`src/rtl/ahb_pkg.sv`:
```
// Shared AHB encodings used by the masters and the bus arbiter.
package ahb_pkg;

    typedef enum logic [1:0] {
        IDLE   = 2'd0,
        BUSY   = 2'd1,
        NONSEQ = 2'd2,
        SEQ    = 2'd3
    } htrans_e;

    typedef enum logic [1:0] {
        OKAY  = 2'd0,
        ERROR = 2'd1,
        RETRY = 2'd2,
        SPLIT = 2'd3
    } hresp_e;

endpackage

```
`src/rtl/ahb_arbiter_if.sv`:
```
// Arbitration bundle between the AHB masters/slaves and the arbiter.
interface ahb_arbiter_if
    import ahb_pkg::*;
#(
    parameter int NUM_MASTERS = 4,
    parameter int MW          = 4
) ();

    logic [NUM_MASTERS-1:0] i_hbusreq;
    logic [NUM_MASTERS-1:0] i_hlock;
    htrans_e                i_htrans;
    logic                   i_hready;
    hresp_e                 i_hresp;
    logic [NUM_MASTERS-1:0] i_hsplit;
    logic [NUM_MASTERS-1:0] o_hgrant;
    logic [MW-1:0]          o_hmaster;
    logic [MW-1:0]          o_hmaster_d;
    logic                   o_hmastlock;

    modport master (
        output i_hbusreq, i_hlock, i_htrans,
        output i_hready, i_hresp, i_hsplit,
        input  o_hgrant, o_hmaster, o_hmaster_d,
        input  o_hmastlock
    );

    modport slave (
        input  i_hbusreq, i_hlock, i_htrans,
        input  i_hready, i_hresp, i_hsplit,
        output o_hgrant, o_hmaster, o_hmaster_d,
        output o_hmastlock
    );

endinterface

```
`src/rtl/ahb_rr_picker.sv`:
```
// Round-robin picker: rotate by start, find lowest set bit, rotate back.
module ahb_rr_picker #(
    parameter int N  = 4,
    parameter int MW = 4
) (
    input  logic [N-1:0]  i_req,
    input  logic [MW-1:0] i_start,
    output logic          o_valid,
    output logic [MW-1:0] o_idx
);

    localparam logic [MW:0] NW = N[MW:0];

    logic [N-1:0]  rot;
    logic [MW-1:0] pos;
    logic [MW:0]   sum;

    always_comb begin
        rot = N'({i_req, i_req} >> i_start);
        pos = '0;
        for (int i = N - 1; i >= 0; i--) begin
            if (rot[i]) pos = MW'(i);
        end
        sum = {1'b0, pos} + {1'b0, i_start};
        if (sum >= NW) sum = sum - NW;
    end

    assign o_valid = |i_req;
    assign o_idx   = sum[MW-1:0];

endmodule

```
`src/rtl/ahb_arbiter.sv`:
```
// AHB bus arbiter: round-robin with beat quantum, locked ownership,
// SPLIT masking and default-master parking.
module ahb_arbiter
    import ahb_pkg::*;
#(
    parameter int NUM_MASTERS    = 4,
    parameter int MW             = 4,
    parameter int DEFAULT_MASTER = 0,
    parameter int QUANTUM        = 4
) (
    input logic          i_hclk,
    input logic          i_hreset_n,
    ahb_arbiter_if.slave bus
);

    localparam int N = NUM_MASTERS;
    localparam logic [N-1:0]  ONE_N   = N'(1);
    localparam logic [N-1:0]  DEF_OH  = ONE_N << DEFAULT_MASTER;
    localparam logic [MW-1:0] DEF_IDX = MW'(DEFAULT_MASTER);
    localparam logic [MW-1:0] RR_RST  = MW'((DEFAULT_MASTER + 1) % N);
    localparam logic [MW:0]   NW      = N[MW:0];
    localparam logic [MW:0]   INC     = {{MW{1'b0}}, 1'b1};
    localparam logic [7:0]    QMAX    = 8'(QUANTUM - 1);

    logic [N-1:0]  grant_q, grant_d;
    logic [N-1:0]  split_q, split_d;
    logic [MW-1:0] amaster_q, amaster_d;
    logic [MW-1:0] dmaster_q, dmaster_d;
    logic [MW-1:0] rr_q, rr_d;
    logic [7:0]    beat_q, beat_d;
    logic          mastlock_q, mastlock_d;
    logic          rsseen_q, rsseen_d;

    logic          pick_vld;
    logic [MW-1:0] pick_idx;
    logic [MW-1:0] gidx;
    logic [MW-1:0] win_idx;
    logic [N-1:0]  win_oh;
    logic [MW:0]   nxt;
    logic          beat, own_lock, own_req, rearb;
    logic          split_first;

    ahb_rr_picker #(.N(N), .MW(MW)) u_pick (
        .i_req   (bus.i_hbusreq & ~split_q),
        .i_start (rr_q),
        .o_valid (pick_vld),
        .o_idx   (pick_idx)
    );

    always_comb begin
        gidx = '0;
        for (int i = 0; i < N; i++) begin
            if (grant_q[i]) gidx = MW'(i);
        end
    end

    always_comb begin
        beat = bus.i_htrans == NONSEQ || bus.i_htrans == SEQ;
        own_lock = |(bus.i_hlock & grant_q);
        own_req = |(bus.i_hbusreq & grant_q);
        split_first = !bus.i_hready && bus.i_hresp == SPLIT;
        rsseen_d = !bus.i_hready &&
                   (bus.i_hresp == SPLIT || bus.i_hresp == RETRY);

        rearb = bus.i_hready && (
                (!own_lock && bus.i_htrans == IDLE) ||
                !own_req ||
                (!own_lock && beat && beat_q == QMAX) ||
                grant_q == '0 ||
                rsseen_q);

        // A split-masked default master means nobody parks on the bus.
        win_idx = pick_vld ? pick_idx : DEF_IDX;
        if (pick_vld) win_oh = ONE_N << pick_idx;
        else if ((split_q & DEF_OH) != '0) win_oh = '0;
        else win_oh = DEF_OH;

        nxt = {1'b0, win_idx} + INC;
        if (nxt >= NW) nxt = '0;

        grant_d = grant_q;
        rr_d = rr_q;
        if (rearb) begin
            grant_d = win_oh;
            if (win_oh != '0 && win_oh != grant_q)
                rr_d = nxt[MW-1:0];
        end
        if (split_first) grant_d = grant_d & ~(ONE_N << dmaster_q);

        split_d = split_q & ~bus.i_hsplit;
        if (split_first) split_d = split_d | (ONE_N << dmaster_q);

        beat_d = beat_q;
        amaster_d = amaster_q;
        dmaster_d = dmaster_q;
        mastlock_d = mastlock_q;
        if (bus.i_hready) begin
            if (rearb) beat_d = '0;
            else if (beat && beat_q != QMAX) beat_d = beat_q + 8'd1;
            if (grant_q != '0) amaster_d = gidx;
            dmaster_d = amaster_q;
            mastlock_d = own_lock;
        end
    end

    always_ff @(posedge i_hclk or negedge i_hreset_n) begin
        if (!i_hreset_n) begin
            grant_q    <= DEF_OH;
            split_q    <= '0;
            amaster_q  <= DEF_IDX;
            dmaster_q  <= DEF_IDX;
            rr_q       <= RR_RST;
            beat_q     <= '0;
            mastlock_q <= 1'b0;
            rsseen_q   <= 1'b0;
        end else begin
            grant_q    <= grant_d;
            split_q    <= split_d;
            amaster_q  <= amaster_d;
            dmaster_q  <= dmaster_d;
            rr_q       <= rr_d;
            beat_q     <= beat_d;
            mastlock_q <= mastlock_d;
            rsseen_q   <= rsseen_d;
        end
    end

    assign bus.o_hgrant    = grant_q;
    assign bus.o_hmaster   = amaster_q;
    assign bus.o_hmaster_d = dmaster_q;
    assign bus.o_hmastlock = mastlock_q;

endmodule

```
`src/flat_wrapper.sv`:
```
// flat-port wrapper written by rule: the top's interface ports become plain ports
module ahb_arbiter_flat import ahb_pkg::*;
#(
    parameter int NUM_MASTERS    = 4,
    parameter int MW             = 4,
    parameter int DEFAULT_MASTER = 0,
    parameter int QUANTUM        = 4
)
  (i_hclk, i_hreset_n, bus_i_hbusreq, bus_i_hlock, bus_i_htrans, bus_i_hready, bus_i_hresp, bus_i_hsplit, bus_o_hgrant, bus_o_hmaster, bus_o_hmaster_d, bus_o_hmastlock);
  ahb_arbiter_if #(.NUM_MASTERS(NUM_MASTERS), .MW(MW)) bus_i ();
  input logic i_hclk;
  input logic i_hreset_n;
  input wire logic [$bits(bus_i.i_hbusreq)-1:0] bus_i_hbusreq;
  input wire logic [$bits(bus_i.i_hlock)-1:0] bus_i_hlock;
  input wire logic [$bits(bus_i.i_htrans)-1:0] bus_i_htrans;
  input wire logic [$bits(bus_i.i_hready)-1:0] bus_i_hready;
  input wire logic [$bits(bus_i.i_hresp)-1:0] bus_i_hresp;
  input wire logic [$bits(bus_i.i_hsplit)-1:0] bus_i_hsplit;
  output wire logic [$bits(bus_i.o_hgrant)-1:0] bus_o_hgrant;
  output wire logic [$bits(bus_i.o_hmaster)-1:0] bus_o_hmaster;
  output wire logic [$bits(bus_i.o_hmaster_d)-1:0] bus_o_hmaster_d;
  output wire logic [$bits(bus_i.o_hmastlock)-1:0] bus_o_hmastlock;
  assign bus_i.i_hbusreq = bus_i_hbusreq;
  assign bus_i.i_hlock = bus_i_hlock;
  assign bus_i.i_htrans = bus_i_htrans;
  assign bus_i.i_hready = bus_i_hready;
  assign bus_i.i_hresp = bus_i_hresp;
  assign bus_i.i_hsplit = bus_i_hsplit;
  assign bus_o_hgrant = bus_i.o_hgrant;
  assign bus_o_hmaster = bus_i.o_hmaster;
  assign bus_o_hmaster_d = bus_i.o_hmaster_d;
  assign bus_o_hmastlock = bus_i.o_hmastlock;
  ahb_arbiter #(.NUM_MASTERS(NUM_MASTERS), .MW(MW), .DEFAULT_MASTER(DEFAULT_MASTER), .QUANTUM(QUANTUM)) u_core (.i_hclk(i_hclk), .i_hreset_n(i_hreset_n), .bus(bus_i));
endmodule
```
`config.mk`:
```
export PLATFORM = sky130hd
export DESIGN_NAME = ahb_arbiter_flat
export DESIGN_NICKNAME = d
export VERILOG_FILES = /design/src/rtl/ahb_pkg.sv /design/src/rtl/ahb_arbiter_if.sv /design/src/rtl/ahb_rr_picker.sv /design/src/rtl/ahb_arbiter.sv /design/src/flat_wrapper.sv
export SDC_FILE = /design/constraint.sdc
export NUM_CORES = 1
export LEC_CHECK = 0
export ABC_AREA = 1
export BUFFER_PORTS_ARGS = -buffer_cell sky130_fd_sc_hd__buf_4
export CORE_UTILIZATION = 50
export CTS_CLUSTER_SIZE = 24
export DETAILED_ROUTE_END_ITERATION = 7
export PLACE_DENSITY = 0.72
export SLEW_MARGIN = 20
export SYNTH_ARGS = -nofsm -noshare
export SYNTH_HDL_FRONTEND = slang
export SYNTH_HIERARCHICAL = 1
export SYNTH_SLANG_ARGS = --single-unit
```
`constraint.sdc`:
```
create_clock -name i_hclk -period 10 [get_ports i_hclk]
set_input_delay 1.5 -clock i_hclk [delete_from_list [all_inputs] [get_ports i_hclk]]
set_output_delay 1.5 -clock i_hclk [all_outputs]
set_load 0.01 [all_outputs]
```
==> results of run 1 <==
-- cell usage in the layout (no fill, tap or decap), types with 3 or more instances in the layout --
master and n:
nand2_1 75, inv_1 39, nor2_1 30, buf_4 27
dfrtp_1 24, nand3_1 20, o21ai_0 14, inv_2 10
nand2_2 9, a21oi_2 8, nor2_2 7, o21ai_2 6
ha_1 6, clkbuf_8 4, nand3_2 4, nor2_4 4
conb_1 4, a21oi_1 3
-- layer usage --
metal  wire length [microns]  part of all wire  vias up  track usage
met1                    2070              0.49      800        0.296
met3                     111             0.026        3       0.0382
met5                       0                 0        -            0
met2                    2060              0.48       28        0.388
met4                      14            0.0033        0       0.0462
li1                        -                 -      930            -
-- power groups by stage --
stage | combinational (mW) | clock (mW) | sequential [mW]
6_report | 0.515 | 0.0715 | 0.173
5_1_grt | 0.588 | 0.0786 | 0.178
4_1_cts | 0.518 | 0.0737 | 0.172
3_5_place_dp | 0.514 | 0 | 0.174
3_3_place_gp | 0.503 | 0 | 0.175
2_1_floorplan | 0.406 | 0 | 0.173
-- worst max-delay path: cells and delay by family --
kind,cells,cell delay [ns]
fa+ha+maj,3,0.74
buf+inv,6,0.38
compound gates,1,0.11
simple gates,19,1.77
xor+xnor,1,0.20
-- sequential cells by signal, indices dropped and copies added (netlist names) --
signal	count
u_core/split_q	4
u_core/bus.o_hgrant	4
u_core/bus.o_hmaster_d	2
u_core/beat_q	8
u_core/bus.o_hmaster	2
u_core/bus.o_hmastlock	1
u_core/rr_q	4
u_core/rsseen_q	1
-- per-stage QoR --
stage	util	worst slack [ns]	power, mW	hold WS, ns
after floorplan	-	5.69	0.579	0.484
after global placement	0.598	5.30	0.678	0.476
after detailed placement	0.598	5.23	0.689	0.473
after CTS	0.612	5.52	0.764	0.501
after global routing	0.612	5.14	0.845	0.529
final	0.612	5.50	0.759	0.503
-- cell type report --
type                            count  area, sq um
Inverter                           49          184
Multi-Input combinational cell    208         1150
Sequential cell                    26          653
Tap cell                           48         60.1
Clock buffer                        4         55.1
Fill cell                         362         1460
Timing Repair Buffer               27          203
-- worst max path at each step --
stage | from | end | cells past startpoint
6_report | bus_i_hbusreq[0] | u_core/rr_q[2] | 30
5_1_grt | bus_i_hbusreq[0] | u_core/rr_q[1] | 26
2_1_floorplan | bus_i_hbusreq[0] | u_core/rr_q[1] | 28
3_3_place_gp | bus_i_hbusreq[0] | u_core/rr_q[2] | 30
4_1_cts | bus_i_hbusreq[0] | u_core/rr_q[2] | 30
3_5_place_dp | bus_i_hbusreq[0] | u_core/rr_q[2] | 30
-- cell families after synthesis --
kind of cell / after synthesis / synth area share
and+or+nand+nor: 157 / 0.375
buffers and inverters: 55 / 0.115
AOI/OAI and AO/OA: 36 / 0.122
DFF: 26 / 0.322
adders and majority gates: 7 / 0.0469
xor gates and xnor gates: 4 / 0.0173
other: 1 / 0.00185
==> results.json, run 1 <==
{
  "outcome": "complete, no violations",
  "yosys_most_used_dff": "dfrtp_1",
  "place_area_sq_um": 2250,
  "synth_common_cells": "75 x nand2_1, 39 x inv_1, 30 x nor2_1",
  "initial_core_util": 0.538,
  "path_class": "in -> reg",
  "peakVddDrop_mv": 0.175,
  "rr_worst_depth": 29,
  "cp_max_fo": 4,
  "cts_hold_buf": 0,
  "min_period_over_period": 0.450,
  "cts_buffer_depth": 2,
  "wl_per_cell_microns": 11.8,
  "design.core.area_sq_um": 3770,
  "yosys-top-cells-area": "dfrtp_1 30%, nand2_1 14%, inv_1 7.2%, nor2_1 5.5%, nand3_1 4.9%",
  "clkPwrFrac": 0.094,
  "grt_max_degree": 27,
  "die_height_microns": 65.7,
  "num_rows": 22,
  "async_flop_share": 1.00,
  "ys_warn_count": 6,
  "final.min_clock_period_ns": 4.50,
  "clock_latency_ns": 0.28,
  "critPathMaxStageDelay_ns": 0.37,
  "timing.rr.end": "u_core/rr_q[2]",
  "worstReg2RegStart": "u_core/rr_q[0]",
  "switching_share": 0.525,
  "synthesis.area_sq_um": 2030,
  "hold_start": "u_core/bus.o_hmastlock",
  "yosysTopAreaCellShare": 0.296,
  "cts.htree.levels": 1,
  "crit_path_top_delay_cell": "fa_1",
  "rsz0062_at_grt": "false",
  "final_cell_area_sq_um": 2310,
  "comb_power_share": 0.679,
  "crit_required_ns": 10.22,
  "cp-end-kind": "register",
  "drt_iter0_drc": 64,
  "first_global_vias": 1726,
  "hpwl_microns": 3340,
  "worst_ep_arrival_time_ns": 4.72,
  "worst_hold_path.endpoint": "u_core/bus.o_hmastlock",
  "viasPerCell": 4.86,
  "setup_tns_ns": 0,
  "die_area_sq_um": 4320,
  "setup_viol": 0,
  "finalHoldViolCount": 0,
  "drt-total-wl_microns": 4260,
  "drc_errors": 0,
  "clkSlewWorstSetupHoldPaths_ns": 0.10,
  "area_growth_pct": 13.8,
  "grt-ovfl-total": 0,
  "cts_root_buf": "clkbuf_8",
  "drv_cap": 0,
  "grt_usage": 0.226,
  "max_freq_mhz": 222,
  "drv_slew": 0,
  "synthMostInstantiatedCell": "nand2_1",
  "powerDensity_nw_per_um2": 329,
  "die_w_microns": 65.7,
  "syn_avg_cell_area_sq_um": 7.10,
  "synth_cells": 286,
  "drive_above_1_share": 0.274,
  "io_buffers": 27,
  "ys_seq_elements": 26,
  "startpoint_type": "input pin",
  "p_switching_mw": 0.398,
  "drtAntennaViolNets": 0,
  "num_vias": 1761,
  "synthDistinctLibCells": 32,
  "gp_congestion": 0.866,
  "synth-edff-count": 0,
  "crit_top_cell": "nand2_1",
  "hp-class": "reg -> reg",
  "finalNonFillerCells": 362,
  "cts_setup_buffers": 0,
  "cts_buffers": 3,
  "dp_cells": 358,
  "n_antenna_cell": 0,
  "tritoncts": "built",
  "finalNetCount": 341,
  "r2r_slack_ns": 6.33,
  "intPower_mw": 0.361,
  "clkSinkCount": 26,
  "synth_largest_area_cell": "dfrtp_1",
  "grt_pass1_wl_microns": 7570,
  "pin_count": 32,
  "antenna_found_initial": 0,
  "seqPwrFrac": 0.227,
  "dr.pass1.iters": 4,
  "cts.repair.resized": 0,
  "whs_path_depth": 2,
  "yosysSeqAreaShare": 0.322,
  "power.leakage_nw": 1.24,
  "skew_ns": 0.00594
}
Note: power is estimated with default switching activity, not from simulation.
==> run 2: changes to the inputs <==
Clock period 10 ns to 4.49 ns, I/O delays scaled along.
==> results.json, run 2 (synthesis results as in run 1) <==
{
  "outcome": "complete, no violations",
  "powerDensity_nw_per_um2": 727,
  "final_cell_area_sq_um": 2300,
  "die_area_sq_um": 4320,
  "worst_ep_arrival_time_ns": 3.89,
  "whs_ns": 0.281,
  "timing.rr.end": "u_core/rr_q[2]",
  "clkSinkCount": 26,
  "power.leakage_nw": 1.23,
  "gp_congestion": 0.865,
  "critPathMaxStageDelay_ns": 0.37,
  "tritoncts": "built",
  "drt_iter0_drc": 42,
  "crit_required_ns": 4.70,
  "min_period_over_period": 0.818,
  "path_class": "in -> reg",
  "drv_cap": 0,
  "drive_above_1_share": 0.271,
  "area_growth_pct": 13.3,
  "peakVddDrop_mv": 0.297,
  "rr_worst_depth": 29,
  "rsz0062_at_grt": "false",
  "cp_max_fo": 4,
  "place_ws_ns": 0.536,
  "design.core.area_sq_um": 3770,
  "finalPower_mw": 1.67,
  "place_area_sq_um": 2250,
  "first_global_vias": 1717,
  "skew_ns": 0.00878,
  "cp-end-kind": "register",
  "cts_buffers": 3,
  "hpwl_microns": 3330,
  "drt-total-wl_microns": 4210,
  "drv_slew": 0,
  "largest_register": "u_core/beat_q",
  "crit_path_top_delay_cell": "fa_1",
  "worstReg2RegStart": "u_core/rr_q[0]",
  "grt_pass1_wl_microns": 7420,
  "wl_per_cell_microns": 11.6,
  "final_core_util": 0.610,
  "initial_core_util": 0.538,
  "grt-ovfl-total": 0,
  "cts_setup_buffers": 0,
  "hp-class": "in -> async",
  "antenna_found_initial": 0,
  "setup_tns_ns": 0,
  "startpoint_type": "input pin",
  "num_vias": 1770,
  "clkSlewWorstSetupHoldPaths_ns": 0.10,
  "cts_root_buf": "clkbuf_8",
  "pin_count": 32,
  "drc_errors": 0,
  "finalHoldViolCount": 0,
  "fin_ws_ns": 0.816,
  "die_height_microns": 65.7,
  "clock_latency_ns": 0.28,
  "n_antenna_cell": 0,
  "cts.repair.resized": 0,
  "max_freq_mhz": 272,
  "viasPerCell": 4.89,
  "layout_commonest_cell": "nand2_1",
  "final.min_clock_period_ns": 3.67,
  "dp_cells": 358,
  "largest_reg_flops": 8,
  "grt_max_degree": 27,
  "io_buffers": 27,
  "cts_hold_buf": 0,
  "crit_top_cell": "nand2_1",
  "final_cell_mix": "75 x nand2_1, 39 x inv_1, 30 x nor2_1",
  "finalNonFillerCells": 362,
  "dr.pass1.iters": 4,
  "die_w_microns": 65.7,
  "cts.htree.levels": 1,
  "r2r_slack_ns": 0.85,
  "cts_buffer_depth": 2,
  "grt_usage": 0.223,
  "setup_viol": 0,
  "drtAntennaViolNets": 0,
  "finalNetCount": 341,
  "num_rows": 22
}
==> run 2: cell count changes in the layout (fill, tap and decap cells not counted) <==
cell / previous run / this run
clkbuf_1: 0 / 1
clkbuf_8: 4 / 3
==> run 2: area by class of cell <==
type / instances / area (sq um)
clock buffer: 4 / 45.0
fill: 367 / 1470
inverter: 49 / 184
multi-input combinational: 208 / 1150
sequential: 26 / 653
tap: 48 / 60.1
timing repair buffer: 27 / 203
==> run 2: where the power goes <==
part / internal [mW] / total, mW / switching [mW]
clock: 0.0638 / 0.142 / 0.0785
sequential: 0.303 / 0.386 / 0.0829
combinational: 0.421 / 1.14 / 0.723
==> run 2: worst max-delay path: cells and delay by family <==
| family | cells | cell delay, ns |
|---|---|---|
| AO/OA/AOI/OAI | 1 | 0.11 |
| XOR/XNOR | 1 | 0.19 |
| adder cells (fa/ha/maj) | 3 | 0.73 |
| buffers and inverters | 6 | 0.38 |
| AND/OR/NAND/NOR | 19 | 1.77 |
==> run 2: layer usage <==
| layer | up-vias | share of wire | track usage | wire (microns) |
|---|---|---|---|---|
| met3 | 5 | 0.022 | 0.0260 | 91 |
| met1 | 803 | 0.49 | 0.286 | 2060 |
| met5 | - | 0 | 0 | 0 |
| li1 | 935 | - | - | - |
| met2 | 27 | 0.48 | 0.385 | 2000 |
| met4 | 0 | 0.013 | 0.0679 | 53 |
==> run 2: worst max-delay path by stage <==
stage          cells past startpoint  slack, ns        endpoint        startpoint
2_1_floorplan                     28       1.00  u_core/rr_q[1]  bus_i_hbusreq[0]
3_3_place_gp                      30       0.62  u_core/rr_q[2]  bus_i_hbusreq[0]
3_5_place_dp                      30       0.54  u_core/rr_q[2]  bus_i_hbusreq[0]
4_1_cts                           30       0.82  u_core/rr_q[2]  bus_i_hbusreq[0]
5_1_grt                           29       0.45  u_core/rr_q[1]  bus_i_hbusreq[0]
6_report                          30       0.82  u_core/rr_q[2]  bus_i_hbusreq[0]
==> run 3: changes to the inputs <==
Clock period 4.49 ns to 3.4 ns, I/O delays scaled along.
==> results.json, run 3 (synthesis results as in run 1) <==
{
  "powerDensity_nw_per_um2": 1130,
  "grt-ovfl-total": 0,
  "cts_root_buf": "clkbuf_8",
  "cts_buffer_depth": 2,
  "crit_required_ns": 3.62,
  "die_area_sq_um": 4320,
  "finalNetCount": 373,
  "path_delay_family": "simple AND/OR/NAND/NOR gates",
  "design.core.area_sq_um": 3770,
  "drv_cap": 0,
  "hp-class": "in -> async",
  "antenna_found_initial": 0,
  "io_buffers": 27,
  "initial_core_util": 0.538,
  "r2r_slack_ns": -0.16,
  "setup_viol": 6,
  "num_vias": 1991,
  "drive_above_1_share": 0.416,
  "largest_reg_flops": 8,
  "cp-end-kind": "register",
  "place_ws_ns": -0.320,
  "crit_path_top_delay_cell": "dfstp_2",
  "worst-path-buf-inv": 6,
  "num_rows": 22,
  "drt-total-wl_microns": 5110,
  "outcome": "finished, violations left",
  "timing.rr.end": "u_core/rr_q[3]",
  "crit_top_cell": "nand2_1",
  "cts_hold_buf": 0,
  "worstReg2RegStart": "u_core/rr_q[0]",
  "tritoncts": "built",
  "min_period_over_period": 1.05,
  "switching_share": 0.477,
  "failed_checks": "negative setup slack",
  "fin_ws_ns": -0.164,
  "drt_iter0_drc": 95,
  "die_height_microns": 65.7,
  "path_class": "reg -> reg",
  "final.min_clock_period_ns": 3.56,
  "first_global_vias": 1932,
  "power.leakage_nw": 1.43,
  "viasPerCell": 5.05,
  "max_freq_mhz": 281,
  "cts.htree.levels": 1,
  "drtAntennaViolNets": 0,
  "rsz0062_at_grt": "true",
  "p_switching_mw": 1.47,
  "grt_max_degree": 27,
  "clkPwrFrac": 0.086,
  "critPathMaxStageDelay_ns": 0.62,
  "hpwl_microns": 3570,
  "clkSinkCount": 26,
  "comb_power_share": 0.751,
  "area_growth_pct": 33.8,
  "dp_cells": 379,
  "dr.pass1.iters": 4,
  "skew_ns": 0.00303,
  "die_w_microns": 65.7,
  "cts_buffers": 3,
  "wl_per_cell_microns": 13.0,
  "rr_worst_depth": 29,
  "clock_latency_ns": 0.28,
  "final_cell_mix": "71 x nand2_1, 54 x buf_4, 35 x inv_1",
  "seqPwrFrac": 0.164,
  "grt_usage": 0.256,
  "gp_congestion": 0.845,
  "n_antenna_cell": 0,
  "finalPower_mw": 3.08,
  "worst_ep_arrival_time_ns": 3.78,
  "grt_pass1_wl_microns": 8460,
  "layout_commonest_cell": "nand2_1",
  "peakVddDrop_mv": 0.566,
  "largest_register": "u_core/beat_q",
  "startpoint": "u_core/rr_q[0]",
  "pin_count": 32,
  "finalHoldViolCount": 0,
  "drv_slew": 0,
  "setup_tns_ns": -0.752,
  "startpoint_type": "register",
  "intPower_mw": 1.61,
  "cp_max_fo": 6,
  "drc_errors": 0,
  "clkSlewWorstSetupHoldPaths_ns": 0.10,
  "finalNonFillerCells": 394
}
-- run 3: cell types whose count changed in the layout (fill, tap and decap cells not counted), sizes merged --
cell	before	now
bufinv	0	1
buf	27	59
clkbuf	4	3
-- run 3: cell type report --
cell class / count / area, sq um
Tap cell: 48 / 60.1
Fill cell: 309 / 1050
Timing Repair Buffer: 59 / 470
Clock inverter: 1 / 30.0
Clock buffer: 3 / 41.3
Sequential cell: 26 / 653
Inverter: 49 / 184
Multi-Input combinational cell: 208 / 1280
-- run 3: worst max-delay path by stage --
| stage | to | cells past startpoint |
|---|---|---|
| finish | u_core/rr_q[3] | 29 |
| global route | u_core/rr_q[3] | 29 |
| CTS | u_core/rr_q[2] | 28 |
| detailed placement | u_core/rr_q[1] | 29 |
| global placement | u_core/rr_q[1] | 29 |
| floorplan | u_core/rr_q[1] | 28 |
-- run 3: metrics by stage --
stage	cell area, sq um	util	hold WS (ns)
6_report	2720	0.720	0.136
4_1_cts	2610	0.693	0.138
2_1_floorplan	2040	-	0.214
3_5_place_dp	2410	0.640	0.444
5_1_grt	2720	0.720	0.142
3_3_place_gp	2410	0.640	0.442
-- run 3: timing repair --
item,4_1_cts,5_1_grt
setup buffers,9,3
resized for setup,18,19
setup endpoints to repair,4,8
pin swaps,13,8
-- run 3: power by group through the flow --
stage	combinational [mW]	clock (mW)	sequential, mW
after floorplan	1.19	0	0.508
final	2.31	0.264	0.504
after global placement	1.71	0	0.510
after CTS	2.00	0.269	0.503
after detailed placement	1.75	0	0.508
after global routing	2.50	0.286	0.520
-- run 3: per-layer routing --
layer | part of all wire | global-route usage
met2 | 0.53 | 0.457
met3 | 0.032 | 0.0399
met5 | 0 | 0
met4 | 0.011 | 0.0734
met1 | 0.43 | 0.315
